===== config.mk =====
export PLATFORM = sky130hd
export DESIGN_NAME = obi_addr_demux_tracked
export DESIGN_NICKNAME = d
export VERILOG_FILES = /design/src/rtl/obi_addr_demux_tracked.sv
export SDC_FILE = /design/constraint.sdc
export NUM_CORES = 1
export LEC_CHECK = 0
export ABC_AREA = 1
export ABC_CLOCK_PERIOD_IN_PS = 3800
export CAP_MARGIN = 20
export CORE_AREA = 4 4 228 230
export DETAILED_ROUTE_END_ITERATION = 10
export DIE_AREA = 0 0 232 234
export MAX_ROUTING_LAYER = met4
export PLACE_DENSITY = 0.53
export SLEW_MARGIN = 20
export SYNTH_ARGS = -nofsm -noshare
export SYNTH_HDL_FRONTEND = slang
export SYNTH_SLANG_ARGS = --single-unit

===== constraint.sdc =====
create_clock -name clk_i -period 3.8 [get_ports clk_i]
set_input_delay 0.57 -clock clk_i [delete_from_list [all_inputs] [get_ports clk_i]]
set_output_delay 0.57 -clock clk_i [all_outputs]
set_load 0.02 [all_outputs]

===== src/rtl/obi_addr_demux_tracked.sv =====
// obi_addr_demux_tracked: OBI address demux with outstanding tracking, in-order target switching and error responder
module obi_addr_demux_tracked #(
  parameter int NumMgrPorts  = 4,
  parameter int NumAddrRules = 4,
  parameter int AddrWidth    = 32,
  parameter int DataWidth    = 32,
  parameter int IdWidth      = 1,
  parameter int NumMaxTrans  = 4,
  localparam int CntW = $clog2(NumMaxTrans + 1),
  localparam int IdxW = $clog2(NumMgrPorts)
) (
  input  logic                                    clk_i,
  input  logic                                    rst_i,
  input  logic                                    sbr_req_i,
  input  logic [AddrWidth-1:0]                    sbr_addr_i,
  input  logic                                    sbr_we_i,
  input  logic [DataWidth/8-1:0]                  sbr_be_i,
  input  logic [DataWidth-1:0]                    sbr_wdata_i,
  input  logic [IdWidth-1:0]                      sbr_aid_i,
  output logic                                    sbr_gnt_o,
  output logic                                    sbr_rvalid_o,
  output logic                                    sbr_err_o,
  output logic [DataWidth-1:0]                    sbr_rdata_o,
  output logic [IdWidth-1:0]                      sbr_rid_o,
  output logic [NumMgrPorts-1:0]                  mgr_req_o,
  output logic [AddrWidth-1:0]                    mgr_addr_o,
  output logic                                    mgr_we_o,
  output logic [DataWidth/8-1:0]                  mgr_be_o,
  output logic [DataWidth-1:0]                    mgr_wdata_o,
  output logic [IdWidth-1:0]                      mgr_aid_o,
  input  logic [NumMgrPorts-1:0]                  mgr_gnt_i,
  input  logic [NumMgrPorts-1:0]                  mgr_rvalid_i,
  input  logic [NumMgrPorts-1:0]                  mgr_err_i,
  input  logic [NumMgrPorts-1:0][DataWidth-1:0]   mgr_rdata_i,
  input  logic [NumMgrPorts-1:0][IdWidth-1:0]     mgr_rid_i,
  input  logic [NumAddrRules-1:0][IdxW-1:0]       rule_idx_i,
  input  logic [NumAddrRules-1:0][AddrWidth-1:0]  rule_start_i,
  input  logic [NumAddrRules-1:0][AddrWidth-1:0]  rule_end_i,
  input  logic                                    en_default_idx_i,
  input  logic [IdxW-1:0]                         default_idx_i,
  output logic                                    busy_o,
  output logic [CntW-1:0]                         outstanding_o,
  output logic                                    dec_err_o
);
  localparam logic [CntW-1:0] MaxCnt = CntW'(NumMaxTrans);
  logic [CntW-1:0] r_cnt;
  logic [IdxW-1:0] r_sel_idx;
  logic            r_sel_err;
  logic            r_err_pend;
  logic [IdWidth-1:0] r_err_id;
  logic            w_match;
  logic [IdxW-1:0] w_rule_idx;
  logic [IdxW-1:0] w_tgt_idx;
  logic            w_tgt_err;
  logic            w_cnt_zero;
  logic            w_rsp_port;
  logic            w_rsp;
  logic            w_allow;
  logic            w_acc;
  // reverse scan so the lowest matching rule is the one left standing
  always_comb begin
    w_match    = 1'b0;
    w_rule_idx = '0;
    for (int r = NumAddrRules - 1; r >= 0; r--)
      if (rule_start_i[r] <= sbr_addr_i && sbr_addr_i < rule_end_i[r]) begin
        w_match    = 1'b1;
        w_rule_idx = rule_idx_i[r];
      end
  end
  assign w_tgt_err  = !w_match && !en_default_idx_i;
  assign w_tgt_idx  = w_match ? w_rule_idx : default_idx_i;
  assign w_cnt_zero = r_cnt == '0;
  assign w_rsp_port = !w_cnt_zero && !r_sel_err && mgr_rvalid_i[r_sel_idx];
  assign w_rsp      = w_rsp_port || r_err_pend;
  // a freed slot in the same cycle lets a same-target request through even when full
  assign w_allow    = !rst_i && (w_cnt_zero || (!w_tgt_err && !r_sel_err &&
                      w_tgt_idx == r_sel_idx && (r_cnt < MaxCnt || w_rsp)));
  assign sbr_gnt_o  = w_allow && (w_tgt_err ? sbr_req_i : mgr_gnt_i[w_tgt_idx]);
  assign w_acc      = sbr_req_i && sbr_gnt_o;
  assign mgr_req_o  = (w_allow && !w_tgt_err && sbr_req_i) ? NumMgrPorts'(1) << w_tgt_idx : '0;
  assign dec_err_o  = w_acc && w_tgt_err;
  assign mgr_addr_o  = sbr_addr_i;
  assign mgr_we_o    = sbr_we_i;
  assign mgr_be_o    = sbr_be_i;
  assign mgr_wdata_o = sbr_wdata_i;
  assign mgr_aid_o   = sbr_aid_i;
  assign sbr_rvalid_o  = !rst_i && w_rsp;
  assign sbr_err_o     = !rst_i && (r_err_pend || (w_rsp_port && mgr_err_i[r_sel_idx]));
  assign sbr_rdata_o   = r_err_pend ? '0 : mgr_rdata_i[r_sel_idx];
  assign sbr_rid_o     = r_err_pend ? r_err_id : mgr_rid_i[r_sel_idx];
  assign busy_o        = !rst_i && !w_cnt_zero;
  assign outstanding_o = rst_i ? '0 : r_cnt;
  always_ff @(posedge clk_i) begin
    if (rst_i) begin
      r_cnt      <= '0;
      r_sel_idx  <= '0;
      r_sel_err  <= 1'b0;
      r_err_pend <= 1'b0;
      r_err_id   <= '0;
    end else begin
      r_cnt      <= r_cnt + CntW'(w_acc) - CntW'(w_rsp);
      r_err_pend <= dec_err_o;
      if (w_acc) begin
        r_sel_idx <= w_tgt_idx;
        r_sel_err <= w_tgt_err;
      end
      if (dec_err_o) r_err_id <= sbr_aid_i;
    end
  end
endmodule


# == Word level (Yosys, flattened, before mapping) ==
# Index checks and enable logic that the tools add are counted.
# classes
addsub,2
order_cmp,11
eq_ne,1
shift,1
n_mux,24
reduce_logical,31
# op_table
operator,n
32-bit less-or-equal comparator,4
32-bit less-than comparator,4
32-bit binary-select mux with 2-bit select,1
32-bit 2-to-1 mux,2
1-bit logical AND,20
1-bit 2-to-1 mux,10
2-bit 2-to-1 mux,5
1-bit binary-select mux with 2-bit select,4
1-bit zero test,6
"2-bit by 3-bit less-than comparator with 1-bit output, second input constant",2
1-bit logical OR,4
4-bit 2-to-1 mux,1
"1-bit by 2-bit << shifter with 4-bit output, first input constant",1
3-bit by 1-bit adder with 3-bit output,1
3-bit zero test,1
"3-bit less-than comparator, second input constant",1
3-bit 2-to-1 mux,1
3-bit by 1-bit subtractor with 3-bit output,1
2-bit equality test,1
# word_totals
register_bits,8
inputBits,484
out_inout_bits,115

# == Depth between registers and ports, before layout ==
# Gate-level depths: netlist (run 1).
# depth
ltp_word,18
mapped_depth,36
mapped_depth_nobuf,36

# == Least setup slack after synthesis (run 1) ==
# No wires, ideal clock.
# synth_timing
path_kind,in2reg
start,input port sbr_addr_i[19]
end,register r_cnt[2]
setup_time_ns,0.070
arrival_ns,3.790
setup_slack_ns,-0.060
stages,30
path_buffers,0
cell_sequence,inv_1 > ha_1 > nand2_1 > nor2_1 > nand2_1 > or2_1 > nor2_1 > nand2_1 > nand2_1 > nor2_1 > nor2_2 > nor2_2 > nor2_8 > nor2_1 > nand2_2 > nand2_4 > nand2_1 > nand3_2 > o21bai_4 > nand2_1 > nor2_4 > nand2_4 > ha_1 > inv_1 > ha_1 > inv_1 > fa_1 > inv_1 > o21ai_0 > a21oi_1
# synth_between
elab_chain_len,18
elab_cells_between_ends,37
cone_classes,add/sub: 2; order compare: 8; eq/ne: 1; mux: 12; reduce/logical: 14
# synth_rtl
item,line_no,rtl
start: declaration,15,"input logic [AddrWidth-1:0] sbr_addr_i,"
branches (longest 14 deep; another with 32-bit less-or-equal comparator),--,
1-bit logical AND *,78,assign sbr_gnt_o = w_allow && (w_tgt_err ? sbr_req_i : mgr_gnt_i[w_tgt_idx]);
named net sbr_gnt_o,20,"output logic sbr_gnt_o,"
1-bit logical AND *,79,assign w_acc = sbr_req_i && sbr_gnt_o;
3-bit by 1-bit adder with 3-bit output *,101,r_cnt <= r_cnt + CntW'(w_acc) - CntW'(w_rsp);
3-bit by 1-bit subtractor with 3-bit output *,101,
end signal: assignment,101,
end: declaration,46,logic [CntW-1:0] r_cnt;
# Mark *: on every way through the listed nets, which the timed path passes. The select of a mux whose other input is x is not followed.
# A chain may end at the register's enable or synchronous reset.

# == Worst setup path in the final report (run 1) ==
# layout_timing
start,input port rule_end_i[55] in the netlist's numbering
end,register r_cnt[1]
# layout_between
elab_chain_len,16
elab_cells_between_ends,23
cone_classes,add/sub: 2; order compare: 1; eq/ne: 1; mux: 8; reduce/logical: 11
# layout_rtl
item,line_no,rtl
start: declaration,38,"input logic [NumAddrRules-1:0][AddrWidth-1:0] rule_end_i,"
32-bit less-than comparator *,65,if (rule_start_i[r] <= sbr_addr_i && sbr_addr_i < rule_end_i[r]) begin
1-bit logical AND *,65,
branches (longest 10 deep; another with 2-bit 2-to-1 mux),--,
1-bit logical AND *,78,
1-bit logical AND *,79,
3-bit by 1-bit adder with 3-bit output *,101,
3-bit by 1-bit subtractor with 3-bit output *,101,
# Every way passes the cells marked *. The select of a mux whose other input is x is not followed.

==> summary.md, run 1 <==
| Metric | Value |
|---|---|
| Setup ws final | -352 ps |
| Peak Freq | 0.241 GHz |
| Clk_skew | 3.60 ps |
| Via count | approximately 12000 |
| GP Congestion | between 0.8 and 0.9 |
| Non-filler instance count after layout | 2724 |
| Die H | approximately 230 microns |
| First-pass GRT wire length | 69.5 mm |
| CP Max Fanout | 5 |
| Cell Rows | 82 |
| Longest Clk Path Bufs | 2 |
| Synth area leader | ha_1 |
| Fin crit share | 109% |
| Hold-fix buffers, CTS | 0 |
| Leading cell type in the layout, fill and taps excluded | clkdlybuf4s50_1 |
| Final WL | 50.3 mm |
| CP most frequent cell | nand2_1 |
| CTS tree | yes |
| DR DRC count | 0 |
| Crit path launch type | primary input |
| Reg2reg end | r_cnt[1]$_SDFF_PP0_ |
| Register area share after synthesis | 1.83% |
| Max IR drop VDD | between 0.15 and 0.2 mV |
| Final setup vio count | 8 |
| Violated checks | negative setup slack |
| Final Power | 3.39 mW |
| Worst-Skew Late Latency | 230 ps |
| PwrDens | approximately 190 nW/um^2 |
| Finished layout cell area | 17800 sq um |
| Antenna Nets Post-Route | 0 |
| Number of synthesized flops with an enable pin | 0 |
| Clk sinks | 8 |
| Number of global-route vias before repair | 11800 |
| Die footprint | 54300 sq um |
| Synth area leaders | ha_1, nand2_1, inv_1 |
| Post-synthesis register bit count | 8 |
| Fin. max-slew vios | 0 |
| Initial core utilization | 17.6% |
| Hold path startpoint | r_sel_err$_SDFFE_PP0P_ |
| Final hold slack | 468 ps |
| Area post-placement | 15300 sq um |
| Ys Warns | 0 |
| Arr. time, crit path | ~4300 ps |
| GRT Total Usage | between 10% and 20% |
| Antenna violations before repair | 16 |
| Post-Synthesis Cells | 1433 |
| WHS Path Cells | 2 |
| Place WS | -1350 ps |
| # Max-Cap Violations | 0 |
| Yosys cell types | 47 |
| Mapped Area | 8770 sq um |
| Drt wl/cell | 18.5 microns |
| Reg2Reg Setup Slack | 800 ps |
| Slowest CP cell | fa_2 |
| Largest net degree at the start of global routing | 53 |
| Drt first pass iters | 5 |
| Mapped Avg Cell Area | slightly above 6 sq um |
| Reg2Reg Launch Point | r_sel_idx[0]$_SDFFE_PP0P_ |
| Global route total overflow | 0 |
| Slew @ Worst Pin | 525 ps |
| I/O pin cnt | 599 |
| Status | complete, but fails checks |
| Worst hold path type | reg2reg |
| Cell leakage power | 8.80 nW |
| CTS H-tree depth | 1 |
| Nets | 2775 |
| Tmin final | 4150 ps |
| Dpl hpwl | 44.0 mm |
| CP peak stage delay | approximately 530 ps |
| DP Cell Count | ~2700 |
| Vias per Instance | 4.26 |
| R2R depth | 19 |
| Fillers | approximately 5300 |
| Syn-to-layout area delta | 103% |
| TNS Setup | -2310 ps |
| Hold Violations, Final | 0 |
| Share of post-route cells with drive strength above 1 | 29.2% |
| Core ar. | roughly 50000 sq um |
| Multi-input gate area | 9130 sq um |
| Clock root buffer | clkbuf_16 |
| Share of the synthesized area in the top cell type | 36.2% |
| Buffers on Ports | between 500 and 600 |
| Commonest non-fill, non-tap cells in the layout | clkdlybuf4s50_1, nor2_1, inv_1 |
| RSZ-0062 raised after global routing | true |
| Fin util | 35.8% |
| Post-synth ARST share | 0% |
| Sequential standard cell area | 161 sq um |
| Critical path endpoint category | register |
| WP data required | around 3900 ps |
| Hold endpoint | r_sel_err$_SDFFE_PP0P_ |
| Chip width | 232 microns |
| WS Path Type | in2reg |
| Initial DRC Count | 442 |
| Max-slew headroom | between 60 and 70% |
| TritonCTS Buffers | 3 |
| Clk pin slew, worst setup/hold paths | roughly 40 ps |
| Synthesized Nets | 2172 |
| Main synth FF type | dfxtp_1 |
==> flip-flops by register name (all words and copies together), names as in the netlist <==
name	flops
r_sel_err	1
r_err_pend	1
r_err_id	1
r_sel_idx	2
r_cnt	3
==> worst max-delay path: cells and delay by family <==
family	cells	cell delay, ps
AO/OA/AOI/OAI	1	70
AND/OR/NAND/NOR	17	1450
buffers and inverters	7	1030
adder cells (fa/ha/maj)	4	1130
==> what timing repair did <==
action                     4_1_cts  5_1_grt
resized for setup              257      435
setup endpoints to repair       13       13
pin swaps                       70      171
setup buffers                   13       24
==> power by group <==
part	switching, mW	total [mW]	internal (mW)
Clock	0.0408	0.176	0.136
Sequential	0.0204	0.123	0.103
Combinational	1.58	3.09	1.51
==> kinds of logic after synthesis <==
| kind of cell | Yosys count | share of synthesized area, % |
|---|---|---|
| DFF | 8 | 1.83 |
| and+or+nand+nor | 544 | 26.7 |
| xor gates and xnor gates | 1 | 0.0999 |
| buffers and inverters | 333 | 17.3 |
| AOI/OAI and AO/OA | 292 | 17.6 |
| adders and majority gates | 255 | 36.5 |
==> routing by layer <==
| metal | vias to the layer above | part of all wire, % | global-route usage, % |
|---|---|---|---|
| li1 | 5888 | - | - |
| met3 | 62 | 6.4 | 4.59 |
| met5 | - | 0 | - |
| met2 | 343 | 49 | 28.5 |
| met1 | 5311 | 42 | 20.6 |
| met4 | 0 | 2.5 | 4.78 |
==> synth_stat cells, types with 3 or more instances <==
cell,instances
nor3_1,20
clkbuf_1,23
nand4_1,20
a21oi_1,157
buf_4,70
inv_2,5
dfxtp_1,8
nand2_2,7
o21bai_1,8
o21ai_0,104
nand3_2,3
inv_1,230
nand2_1,231
ha_1,254
nand3_1,26
nand2_4,4
o21a_1,13
nor2_2,5
nor2_1,207
nand3b_1,5
==> final cells by class <==
type / instances / share of cell area [%]
Multi-Input combinational cell: 1092 / 51.2
Antenna cell: 18 / 0.253
Sequential cell: 8 / 0.905
Inverter: 237 / 5.08
Clock buffer: 3 / 0.421
Tap cell: 672 / 4.72
Timing Repair Buffer: 694 / 37.4
==> how the worst max path moves through the flow <==
stage                     depth (start not counted)  slack (ps)                   to      startpoint
after floorplan                                  30         -20  r_cnt[2]$_SDFF_PP0_  sbr_addr_i[19]
after global placement                           19       -1340         mgr_req_o[3]  sbr_addr_i[13]
after detailed placement                         30       -1350  r_cnt[2]$_SDFF_PP0_  sbr_addr_i[13]
after CTS                                        22        -500         mgr_req_o[3]  sbr_addr_i[31]
after global routing                             31        -530  r_cnt[1]$_SDFF_PP0_  sbr_addr_i[31]
final                                            29        -350  r_cnt[1]$_SDFF_PP0_  rule_end_i[55]
Note: power is estimated with default switching activity, not from simulation.
==> run 2, diff against run 1 <==
--- a/config.mk
+++ b/config.mk
@@ -11,8 +11,8 @@
 export CORE_AREA = 4 4 228 230
 export DETAILED_ROUTE_END_ITERATION = 10
 export DIE_AREA = 0 0 232 234
-export MAX_ROUTING_LAYER = met4
 export PLACE_DENSITY = 0.53
+export REMOVE_ABC_BUFFERS = 1
 export SLEW_MARGIN = 20
 export SYNTH_ARGS = -nofsm -noshare
 export SYNTH_HDL_FRONTEND = slang
==> run 2 against run 1 <==
  * The run still ends with negative setup slack left
  * Register-to-register slack lost 220 ps
  * Combinational power down 3%
  * Sequential share of layout area hardly changed
  * Final cell count is 0.18% lower
  * Non-clock buffer count rose by 2
  * Total power fell by 2.4%
  * Flip-flop and latch count unchanged
  * Clock skew up 1.9 ps
  * Maximum frequency down 1.3%
  * Wire length decreased by 0.96%
  * First-iteration DRC count is 17% lower
==> summary.md, run 2 (synthesis results as in run 1) <==
| Metric | Value |
|---|---|
| Drt first pass iters | 5 (unchanged) |
| Fin crit share | 111% (+1.5 points) |
| Max reg flops | 3 (unchanged) |
| PwrDens | 191 nW/um^2 (+0.49%) |
| Via count | 11500 (-1.0%) |
| CP Max Fanout | 5 (unchanged) |
| Share of post-route cells with drive strength above 1 | 24.5% (-4.7 points) |
| Non-filler instance count after layout | 2719 (-0.18%) |
| First-pass GRT wire length | 68.5 mm (-1.4%) |
| Cell leakage power | 8.50 nW (-3.4%) |
| Syn-to-layout area delta | 97.4% |
| WS Path Type | in2reg |
| Hold path startpoint | r_sel_err$_SDFFE_PP0P_ |
| CP peak stage delay | 520 ps (about the same) |
| TritonCTS Buffers | 3 (unchanged) |
| Die H | 234 microns (unchanged) |
| Die footprint | 54300 sq um (unchanged) |
| TNS Setup | -2910 ps (-600 ps) |
| Cell Rows | 82 (unchanged) |
| Dpl hpwl | 43.6 mm (-0.90%) |
| Chip width | 232 microns (unchanged) |
| Hold-fix buffers, CTS | 0 (unchanged) |
| Top flop regs | r_cnt: 3 flops, r_sel_idx: 2 flops |
| Violated checks | negative setup slack |
| Fin. max-slew vios | 0 (unchanged) |
| Clk pin slew, worst setup/hold paths | 40 ps (about the same) |
| Final setup vio count | 9 (+1) |
| CTS tree | yes |
| Worst hold path type | reg2reg |
| RSZ-0062 raised after global routing | true |
| Commonest non-fill, non-tap cells in the layout | clkdlybuf4s50_1, nor2_1, ha_1 |
| Number of global-route vias before repair | 11500 (-1.8%) |
| Core ar. | 49900 sq um (unchanged) |
| GRT Total Usage | 16.5% (-0.68 points) |
| Max-slew headroom | 60.4% (-4.6 points) |
| Final WL | 49.8 mm (-0.96%) |
| DP Cell Count | 2667 (-0.22%) |
| CP most frequent cell | nand2_4 |
| WP data required | 3910 ps (about the same) |
| Register with the most flip-flops | r_cnt |
| Vias per Instance | 4.23 (-0.82%) |
| Critical path's top delay family | simple AND/OR/NAND/NOR gates |
| I/O pin cnt | 599 (unchanged) |
| Antenna violations before repair | 13 (-3) |
| Antenna Nets Post-Route | 0 (unchanged) |
| Hold Violations, Final | 0 (unchanged) |
| Worst-Skew Late Latency | 240 ps (about the same) |
| Nets | 2777 (+0.072%) |
| Tmin final | 4210 ps (+55.2 ps) |
| GP Congestion | 0.887 (+0.67%) |
| Clock root buffer | clkbuf_16 |
| Critical path endpoint category | register |
| Clk_skew | 5.53 ps (+1.93 ps) |
| Clk sinks | 8 (unchanged) |
| WHS Path Cells | 2 (unchanged) |
| Global route total overflow | 0 (unchanged) |
| Status | complete, but fails checks |
| Longest Clk Path Bufs | 2 (unchanged) |
| Reg2reg end | r_cnt[1]$_SDFF_PP0_ |
| Reg2Reg Setup Slack | 580 ps (-220 ps) |
| Crit path launch type | primary input |
| Max IR drop VDD | 0.134 mV (-20%) |
| Slowest CP cell | fa_2 |
| Largest net degree at the start of global routing | 43 (-19%) |
| Initial core utilization | 17.6% (unchanged) |
| Drt wl/cell | 18.3 microns (-0.77%) |
| # Max-Cap Violations | 0 (unchanged) |
| Initial DRC Count | 368 (-17%) |
| Buf+Inv Stages, Crit Path | 6 (-1) |
| Buffers on Ports | 524 (unchanged) |
| Arr. time, crit path | 4320 ps (+40 ps) |
| Setup ws final | -407 ps (-55.2 ps) |
| Hold endpoint | r_sel_err$_SDFFE_PP0P_ |
| Slew @ Worst Pin | 587 ps (+62.7 ps) |
| Leading cell type in the layout, fill and taps excluded | clkdlybuf4s50_1 |
| CTS H-tree depth | 1 (unchanged) |
| Reg2Reg Launch Point | r_sel_idx[1]$_SDFFE_PP0P_ |
| DR DRC count | 0 (unchanged) |
| R2R depth | 18 (-1) |
| Peak Freq | 0.238 GHz (-1.3%) |
==> run 2: worst max-delay path by stage <==
stage / depth (start not counted) / end / startpoint / slack (ps)
after global routing: 35 / r_cnt[2]$_SDFF_PP0_ / rule_start_i[62] / -630
after CTS: 21 / mgr_req_o[3] / sbr_addr_i[29] / -530
final: 26 / r_cnt[1]$_SDFF_PP0_ / rule_end_i[81] / -410
after floorplan: 20 / r_cnt[2]$_SDFF_PP0_ / r_sel_idx[0]$_SDFFE_PP0P_ / -960
after detailed placement: 30 / r_cnt[2]$_SDFF_PP0_ / sbr_addr_i[31] / -1670
after global placement: 30 / r_cnt[2]$_SDFF_PP0_ / sbr_addr_i[31] / -1700
==> run 2: final cells by class <==
cell class,instances,area (sq um)
Inverter,237,892
Antenna cell,11,27.5
Clock buffer,3,75.1
Tap cell,672,841
Multi-Input combinational cell,1092,8670
Timing Repair Buffer,696,6650
Sequential cell,8,161
Fill cell,5310,32600
==> run 2: timing repair <==
item	4_1_cts	5_1_grt
pin swaps	81	107
setup endpoints to repair	14	13
resized for setup	295	260
setup buffers	26	16
hold endpoints to repair	0	0
==> run 2: power breakdown <==
part | internal (mW) | total, mW | switching (mW)
Combinational | 1.50 | 3.00 | 1.50
Sequential | 0.103 | 0.126 | 0.0240
Clock | 0.136 | 0.181 | 0.0453
Total | 1.74 | 3.31 | 1.57
==> run 2: per-layer routing <==
| metal | vias up | track usage (%) | share of wire (%) |
|---|---|---|---|
| met5 | - | 0 | 0.14 |
| li1 | 5872 | - | - |
| met3 | 33 | 5.70 | 8.1 |
| met2 | 368 | 28.4 | 49 |
| met4 | 12 | 2.32 | 0.88 |
| met1 | 5203 | 20.4 | 42 |
==> run 2: per-stage QoR <==
step / util [%] / instance area (sq um) / power (mW) / setup WS, ps / hold slack (ps)
after floorplan: - / 8150 / 1.32 / -957 / 443
after global placement: 30.6 / 15200 / 2.73 / -1700 / 458
after detailed placement: 30.6 / 15200 / 2.75 / -1670 / 462
after CTS: 32.2 / 16100 / 3.12 / -525 / 469
after global routing: 34.7 / 17300 / 3.61 / -626 / 487
final: 34.7 / 17300 / 3.31 / -407 / 469
==> run 2: worst register-to-register path: stages, from the launching register on <==
cell and delay, ps:
dfxtp_1 530, o21ai_0 160, o22ai_1 230, nand2_1 70, o21ai_0 200, o21ai_0 150, nor2_1 160, nand3_2 100
o21bai_4 140, buf_6 120, nand2_4 40, nor2_4 140, nand2_4 70, ha_4 220, inv_2 60, ha_4 120
inv_2 30, fa_2 520, nor2_1 40
